## src/rtl/period_meter.sv

```systemverilog
// period_meter: after an i_start pulse, measures i_sig period/high time in sysclk cycles; result 1 cycle after the closing rise (+2 with PERIOD_METER_SYNC_EN).
// No backpressure: o_valid/o_timeout are single-cycle strobes, and i_start is ignored while busy.
module period_meter #(
  parameter int CNT_W   = 32,
  parameter int TIMEOUT = 24_000_000
) (
  input  logic             sysclk,
  input  logic             i_rst_n,
  input  logic             i_sig,
  input  logic             i_start,
  output logic             o_busy,
  output logic             o_valid,
  output logic             o_timeout,
  output logic [CNT_W-1:0] o_period,
  output logic [CNT_W-1:0] o_high
);

  typedef enum logic [1:0] {S_IDLE, S_ARM, S_MEAS} state_t;

  localparam logic [CNT_W-1:0] ONE     = CNT_W'(1);
  localparam logic [CNT_W-1:0] TO_LAST = CNT_W'(TIMEOUT - 1);

  state_t           state_q;
  logic             sig_s;
  logic             sig_d_q;
  logic             rise;
  logic             fall;
  logic             tc;
  logic             busy_q;
  logic             valid_q;
  logic             timeout_q;
  logic             high_done_q;
  logic [CNT_W-1:0] tcnt_q;
  logic [CNT_W-1:0] per_cnt_q;
  logic [CNT_W-1:0] high_cnt_q;
  logic [CNT_W-1:0] period_q;
  logic [CNT_W-1:0] high_q;

`ifdef PERIOD_METER_SYNC_EN
  logic sync1_q;
  logic sync2_q;

  always_ff @(posedge sysclk or negedge i_rst_n) begin
    if (!i_rst_n) begin
      sync1_q <= 1'b0;
      sync2_q <= 1'b0;
    end else begin
      sync1_q <= i_sig;
      sync2_q <= sync1_q;
    end
  end

  assign sig_s = sync2_q;
`else
  assign sig_s = i_sig;
`endif

  always_ff @(posedge sysclk or negedge i_rst_n) begin
    if (!i_rst_n) begin
      sig_d_q <= 1'b0;
    end else begin
      sig_d_q <= sig_s;
    end
  end

  assign rise = sig_s & ~sig_d_q;
  assign fall = ~sig_s & sig_d_q;
  assign tc   = (tcnt_q == TO_LAST);

  always_ff @(posedge sysclk or negedge i_rst_n) begin
    if (!i_rst_n) begin
      state_q     <= S_IDLE;
      busy_q      <= 1'b0;
      valid_q     <= 1'b0;
      timeout_q   <= 1'b0;
      high_done_q <= 1'b0;
      tcnt_q      <= '0;
      per_cnt_q   <= '0;
      high_cnt_q  <= '0;
      period_q    <= '0;
      high_q      <= '0;
    end else begin
      valid_q   <= 1'b0;
      timeout_q <= 1'b0;
      case (state_q)
        S_IDLE: begin
          if (i_start) begin
            state_q <= S_ARM;
            busy_q  <= 1'b1;
            tcnt_q  <= '0;
          end
        end
        S_ARM: begin
          tcnt_q <= tcnt_q + ONE;
          // A rise sampled together with i_start never reaches here, so it is not used.
          if (rise) begin
            state_q     <= S_MEAS;
            per_cnt_q   <= ONE;
            high_cnt_q  <= ONE;
            high_done_q <= 1'b0;
          end else if (tc) begin
            state_q   <= S_IDLE;
            busy_q    <= 1'b0;
            timeout_q <= 1'b1;
          end
        end
        S_MEAS: begin
          tcnt_q    <= tcnt_q + ONE;
          per_cnt_q <= per_cnt_q + ONE;
          // The fall-detect cycle itself is not counted as high time.
          if (!high_done_q && !fall) begin
            high_cnt_q <= high_cnt_q + ONE;
          end
          if (fall) begin
            high_done_q <= 1'b1;
          end
          if (rise) begin
            state_q  <= S_IDLE;
            busy_q   <= 1'b0;
            valid_q  <= 1'b1;
            period_q <= per_cnt_q;
            high_q   <= high_cnt_q;
          end else if (tc) begin
            state_q   <= S_IDLE;
            busy_q    <= 1'b0;
            timeout_q <= 1'b1;
          end
        end
        default: begin
          state_q <= S_IDLE;
          busy_q  <= 1'b0;
        end
      endcase
    end
  end

  assign o_busy    = busy_q;
  assign o_valid   = valid_q;
  assign o_timeout = timeout_q;
  assign o_period  = period_q;
  assign o_high    = high_q;

endmodule

```

## config.mk

```make
export PLATFORM = sky130hd
export DESIGN_NAME = period_meter
export DESIGN_NICKNAME = d
export VERILOG_FILES = /design/src/rtl/period_meter.sv
export SDC_FILE = /design/constraint.sdc
export NUM_CORES = 1
export LEC_CHECK = 0
export CORE_MARGIN = 2
export CORE_UTILIZATION = 58
export CTS_CLUSTER_DIAMETER = 30
export CTS_CLUSTER_SIZE = 20
export DETAILED_ROUTE_END_ITERATION = 8
export GPL_ROUTABILITY_DRIVEN = 1
export PLACE_DENSITY = 0.8
export SLEW_MARGIN = 5
export SYNTH_ARGS = -nofsm -noshare
export SYNTH_HDL_FRONTEND = slang
export SYNTH_SLANG_ARGS = --single-unit
```

## constraint.sdc

```tcl
create_clock -name sysclk -period 3.25 [get_ports sysclk]
set_input_delay 0.4875 -clock sysclk [delete_from_list [all_inputs] [get_ports sysclk]]
set_output_delay 0.4875 -clock sysclk [all_outputs]
set_load 0.02 [all_outputs]
```

==> impl_results.html <==
<table>
<tr><th>Metric</th><th>Value</th></tr>
<tr><th colspan="2">CTS</th></tr>
<tr><td>CTS clock-pin slew for the worst setup and hold paths</td><td>0.06 ns</td></tr>
<tr><td>Number of sinks on the clock net</td><td>167</td></tr>
<tr><td>TritonCTS clock tree</td><td>done</td></tr>
<tr><td>Buffer cell driving the clock tree root</td><td>sky130_fd_sc_hd__clkbuf_16</td></tr>
<tr><td>Number of CTS-inserted buffers</td><td>17</td></tr>
<tr><td>Quantity of hold-fixing buffers added after cts</td><td>0</td></tr>
<tr><td>Post-CTS Repair Setup Buffers</td><td>0</td></tr>
<tr><td>H-tree levels</td><td>4</td></tr>
<tr><td>Number of gates resized after CTS</td><td>0</td></tr>
<tr><td>Number of buffers on the longest clock path</td><td>2</td></tr>
<tr><td>Latest clock arrival within the worst-skew pair</td><td>0.43 ns</td></tr>
<tr><th colspan="2">Yosys</th></tr>
<tr><td>Number of enable-type register cells in the synthesized netlist</td><td>0</td></tr>
<tr><td>Net count after synthesis</td><td>746</td></tr>
<tr><td>Number of standard cells after synthesis</td><td>735</td></tr>
<tr><td>Yosys warning count</td><td>0</td></tr>
<tr><td>Number of synthesized register bits</td><td>167</td></tr>
<tr><td>Post-synth top flop</td><td>sky130_fd_sc_hd__dfrtp_1</td></tr>
<tr><td>Most frequent cell after synthesis</td><td>sky130_fd_sc_hd__dfrtp_1</td></tr>
<tr><td>Commonest cells post-synth</td><td>sky130_fd_sc_hd__dfrtp_1 (167), sky130_fd_sc_hd__nor2_1 (77), sky130_fd_sc_hd__nand2_1 (58)</td></tr>
<tr><td>Post-Syn Area per Cell</td><td>10.6 um2</td></tr>
<tr><td>Post-synthesis cell area</td><td>7800 um2</td></tr>
<tr><td>Proportion of netlist area held by the largest area contributor</td><td>53.6%</td></tr>
<tr><td>Cells taking the most area after synthesis</td><td>sky130_fd_sc_hd__dfrtp_1 (54%), sky130_fd_sc_hd__mux2_2 (7.9%), sky130_fd_sc_hd__xnor2_1 (4.2%)</td></tr>
<tr><td>Fraction of the yosys area taken by sequential cells</td><td>53.6%</td></tr>
<tr><td>Post-synth cell types</td><td>50</td></tr>
<tr><td>Top cell type by total area after synthesis</td><td>sky130_fd_sc_hd__dfrtp_1</td></tr>
<tr><td>Proportion of synthesized flip-flops having asynchronous set or reset</td><td>100%</td></tr>
<tr><th colspan="2">Placed design</th></tr>
<tr><td>HPWL after detailed placement</td><td>11300 um</td></tr>
<tr><td>Weighted congestion at the end of routability-driven global placement</td><td>0.829</td></tr>
<tr><td>Number of port buffers</td><td>70</td></tr>
<tr><td>Worst slack at placement</td><td>0.457 ns</td></tr>
<tr><th colspan="2">Worst setup path</th></tr>
<tr><td>Category of the worst setup path launch point</td><td>flip-flop</td></tr>
<tr><td>Launch point of the worst reg-to-reg path</td><td>state_q[1]</td></tr>
<tr><td>Data required, critical path</td><td>3.60 ns</td></tr>
<tr><td>End of the worst register-to-register path</td><td>high_cnt_q[29]</td></tr>
<tr><td>Worst reg-to-reg setup slack</td><td>0.57 ns</td></tr>
<tr><td>Arrival time of the worst setup path</td><td>3.04 ns</td></tr>
<tr><td>Setup crit end kind</td><td>flip-flop</td></tr>
<tr><td>Setup Crit Path Kind</td><td>flip-flop to flip-flop</td></tr>
<tr><td>Top fanout value on the critical path</td><td>13</td></tr>
<tr><td>Depth of the worst register-to-register path</td><td>7</td></tr>
<tr><th colspan="2">Die</th></tr>
<tr><td>Die Height</td><td>120 um</td></tr>
<tr><td>I/O Pins</td><td>71</td></tr>
<tr><td>Horizontal die dimension</td><td>120 um</td></tr>
<tr><td>Total number of placement rows</td><td>42</td></tr>
<tr><td>Initial Util</td><td>59.1%</td></tr>
<tr><td>Area of the core</td><td>13200 um2</td></tr>
<tr><td>Area enclosed by the die boundary</td><td>14400 um2</td></tr>
<tr><th colspan="2">Finish</th></tr>
<tr><td>Filler instances</td><td>925</td></tr>
<tr><td>Diode insertion count for antenna repair</td><td>0</td></tr>
<tr><td>Layout cells sized above 1</td><td>13.9%</td></tr>
<tr><td>Layout Nets</td><td>815</td></tr>
<tr><td>Synth-to-layout area growth</td><td>18.9%</td></tr>
<tr><th colspan="2">Power</th></tr>
<tr><td>Power Dens Cells</td><td>630 nW/um2</td></tr>
<tr><td>Power Internal</td><td>4.04 mW</td></tr>
<tr><td>Part of the total power dissipated in sequential elements</td><td>42.9%</td></tr>
<tr><td>Clock network power share</td><td>33.4%</td></tr>
<tr><td>Total leakage power</td><td>4.06 nW</td></tr>
<tr><td>Combinational Power Share</td><td>23.7%</td></tr>
<tr><td>Psw</td><td>1.80 mW</td></tr>
<tr><td>Power after layout</td><td>5.84 mW</td></tr>
<tr><td>Worst ir drop on vdd</td><td>0.000397 V</td></tr>
<tr><td>Switching Share</td><td>30.8%</td></tr>
<tr><th colspan="2">STA</th></tr>
<tr><td>Peak Freq</td><td>0.372 GHz</td></tr>
<tr><td>RSZ-0062 raised after global routing</td><td>false</td></tr>
<tr><td>Slew Viols, Final</td><td>0</td></tr>
<tr><td>Shortest clock period the worst path allows after layout</td><td>2.68 ns</td></tr>
<tr><td>Final worst path period share</td><td>82.6%</td></tr>
<tr><td>Hold Fails Final Rpt</td><td>0</td></tr>
<tr><td>Final setup margin</td><td>0.565 ns</td></tr>
<tr><td>Normalized max-slew margin</td><td>50.0%</td></tr>
<tr><td>Setup TNS</td><td>0 ns</td></tr>
<tr><td>Clk_skew</td><td>0.00689 ns</td></tr>
<tr><td>Slew at the pin with the worst max-slew slack</td><td>0.751 ns</td></tr>
<tr><td># setup viols final</td><td>0</td></tr>
<tr><th colspan="2">GRT</th></tr>
<tr><td>Antenna violations before repair</td><td>0</td></tr>
<tr><td>Congestion Overflow GR</td><td>0</td></tr>
<tr><td>Wire length of the first global-routing pass</td><td>28300 um</td></tr>
<tr><td>Global-route total usage across every layer</td><td>24.5%</td></tr>
<tr><td>Number of global-route vias before repair</td><td>5903</td></tr>
<tr><td>Pin count of the biggest net entering global routing</td><td>83</td></tr>
<tr><th colspan="2">Detailed routing</th></tr>
<tr><td>Post-detailed-route via-to-cell ratio</td><td>5.92</td></tr>
<tr><td>DRC violations left</td><td>0</td></tr>
<tr><td>Post-detailed-route wirelength per cell</td><td>16.9 um</td></tr>
<tr><td>Post-detailed-routing wire length</td><td>16700 um</td></tr>
<tr><td>Via count of the routed design</td><td>5869</td></tr>
<tr><td>Router iterations before antenna repair</td><td>5</td></tr>
<tr><td>First DRT Iteration DRCs</td><td>486</td></tr>
<tr><td>Remaining antenna violation count after routing</td><td>0</td></tr>
<tr><th colspan="2">Outcome</th></tr>
<tr><td>Run status</td><td>complete, no violations</td></tr>
<tr><th colspan="2">Run</th></tr>
<tr><td>Max-capacitance violation count</td><td>0</td></tr>
<tr><th colspan="2">Hold path</th></tr>
<tr><td>Path class of the lowest-slack min-delay path</td><td>input pin to asynchronous set/reset pin</td></tr>
</table>
-- placed cells by master (no fill, tap or decap), types with 4 or more instances in the layout --
master / count
sky130_fd_sc_hd__clkbuf_16: 17
sky130_fd_sc_hd__dfrtp_1: 167
sky130_fd_sc_hd__nor4b_1: 6
sky130_fd_sc_hd__nor4_1: 17
sky130_fd_sc_hd__xor2_1: 29
sky130_fd_sc_hd__and2_1: 8
sky130_fd_sc_hd__xnor2_1: 37
sky130_fd_sc_hd__nor2b_1: 4
sky130_fd_sc_hd__or3_1: 12
sky130_fd_sc_hd__nand4_1: 24
sky130_fd_sc_hd__a211oi_1: 4
sky130_fd_sc_hd__buf_4: 9
sky130_fd_sc_hd__nand3_1: 38
sky130_fd_sc_hd__nand2b_1: 5
sky130_fd_sc_hd__nand2_1: 58
sky130_fd_sc_hd__o31ai_1: 7
sky130_fd_sc_hd__and3_1: 7
sky130_fd_sc_hd__inv_1: 17
sky130_fd_sc_hd__or2_2: 5
sky130_fd_sc_hd__clkdlybuf4s50_1: 69
sky130_fd_sc_hd__nor2_1: 77
sky130_fd_sc_hd__or4_1: 10
sky130_fd_sc_hd__clkinv_2: 5
sky130_fd_sc_hd__and4_1: 8
sky130_fd_sc_hd__ha_1: 7
sky130_fd_sc_hd__o21ai_0: 27
sky130_fd_sc_hd__nor3_1: 12
sky130_fd_sc_hd__a21o_1: 4
sky130_fd_sc_hd__a21oi_1: 25
sky130_fd_sc_hd__mux2_2: 55
-- layout make-up --
class / count / area [um2] / area share [%]
Clock buffer: 21 / 470 / 5.07
Inverter: 17 / 63.8 / 0.688
Multi-Input combinational cell: 520 / 3430 / 37.0
Clock inverter: 9 / 101 / 1.09
Timing Repair Buffer: 81 / 810 / 8.72
Tap cell: 176 / 220 / 2.37
Sequential cell: 167 / 4180 / 45.0
-- layer usage --
metal | wire [um] | vias up | track usage, %
li1 | - | 2740 | -
met1 | 7420 | 2917 | 32.7
met2 | 8220 | 172 | 39.0
met3 | 720 | 40 | 5.75
met4 | 370 | 0 | 9.41
met5 | 0 | - | 0
-- how the worst max path moves through the flow --
stage / to / from / depth (start not counted) / slack, ns
2_1_floorplan: tcnt_q[31] / state_q[0] / 8 / 0.84
3_3_place_gp: high_cnt_q[13] / i_sig / 7 / 0.60
3_5_place_dp: high_cnt_q[29] / i_sig / 6 / 0.46
4_1_cts: high_cnt_q[29] / state_q[1] / 7 / 0.59
5_1_grt: high_cnt_q[23] / state_q[1] / 9 / 0.32
6_report: high_cnt_q[29] / state_q[1] / 7 / 0.57
-- metrics by stage --
step / cells / area [um2] / util, % / hold WS [ns]
after global routing: 991 / 9280 / 70.3 / 0.166
after global placement: 961 / 8710 / 66.0 / 0.462
final: 991 / 9280 / 70.3 / 0.113
after CTS: 991 / 9280 / 70.3 / 0.140
after detailed placement: 961 / 8710 / 66.0 / 0.471
after floorplan: 735 / 7800 / - / 0.192
-- power groups by stage --
stage | clock network [mW] | registers (mW) | logic [mW]
3_3_place_gp | 0 | 2.52 | 1.32
3_5_place_dp | 0 | 2.54 | 1.38
2_1_floorplan | 0 | 2.64 | 0.724
6_report | 1.95 | 2.51 | 1.38
5_1_grt | 2.07 | 2.54 | 1.51
4_1_cts | 1.97 | 2.51 | 1.39
-- flip-flops by register name, indices dropped and copies added, names as in the netlist --
| signal | count |
|---|---|
| high_cnt_q | 32 |
| sig_d_q | 1 |
| o_valid | 1 |
| o_period | 32 |
| high_done_q | 1 |
| o_high | 32 |
| o_busy | 1 |
| state_q | 2 |
| o_timeout | 1 |
| per_cnt_q | 32 |
| tcnt_q | 32 |
-- cell families after synthesis --
family                   share of synthesized area (%)
AND/OR/NAND/NOR                                   21.0
XOR/XNOR                                          7.41
adder cells (fa/ha/maj)                           1.12
buffers and inverters                             2.49
AO/OA/AOI/OAI                                     6.50
multiplexers                                      7.94
flip-flops                                        53.6
-- worst max-delay path: stages, from the launching register on --
cell and delay [ns]:
sky130_fd_sc_hd__dfrtp_1 0.41, sky130_fd_sc_hd__inv_1 0.11, sky130_fd_sc_hd__ha_1 0.40, sky130_fd_sc_hd__nor4bb_1 0.49
sky130_fd_sc_hd__or4_1 0.35, sky130_fd_sc_hd__nand3_1 0.26, sky130_fd_sc_hd__or3_1 0.41, sky130_fd_sc_hd__a21oi_1 0.16
Power figures use the tool's default switching activity.
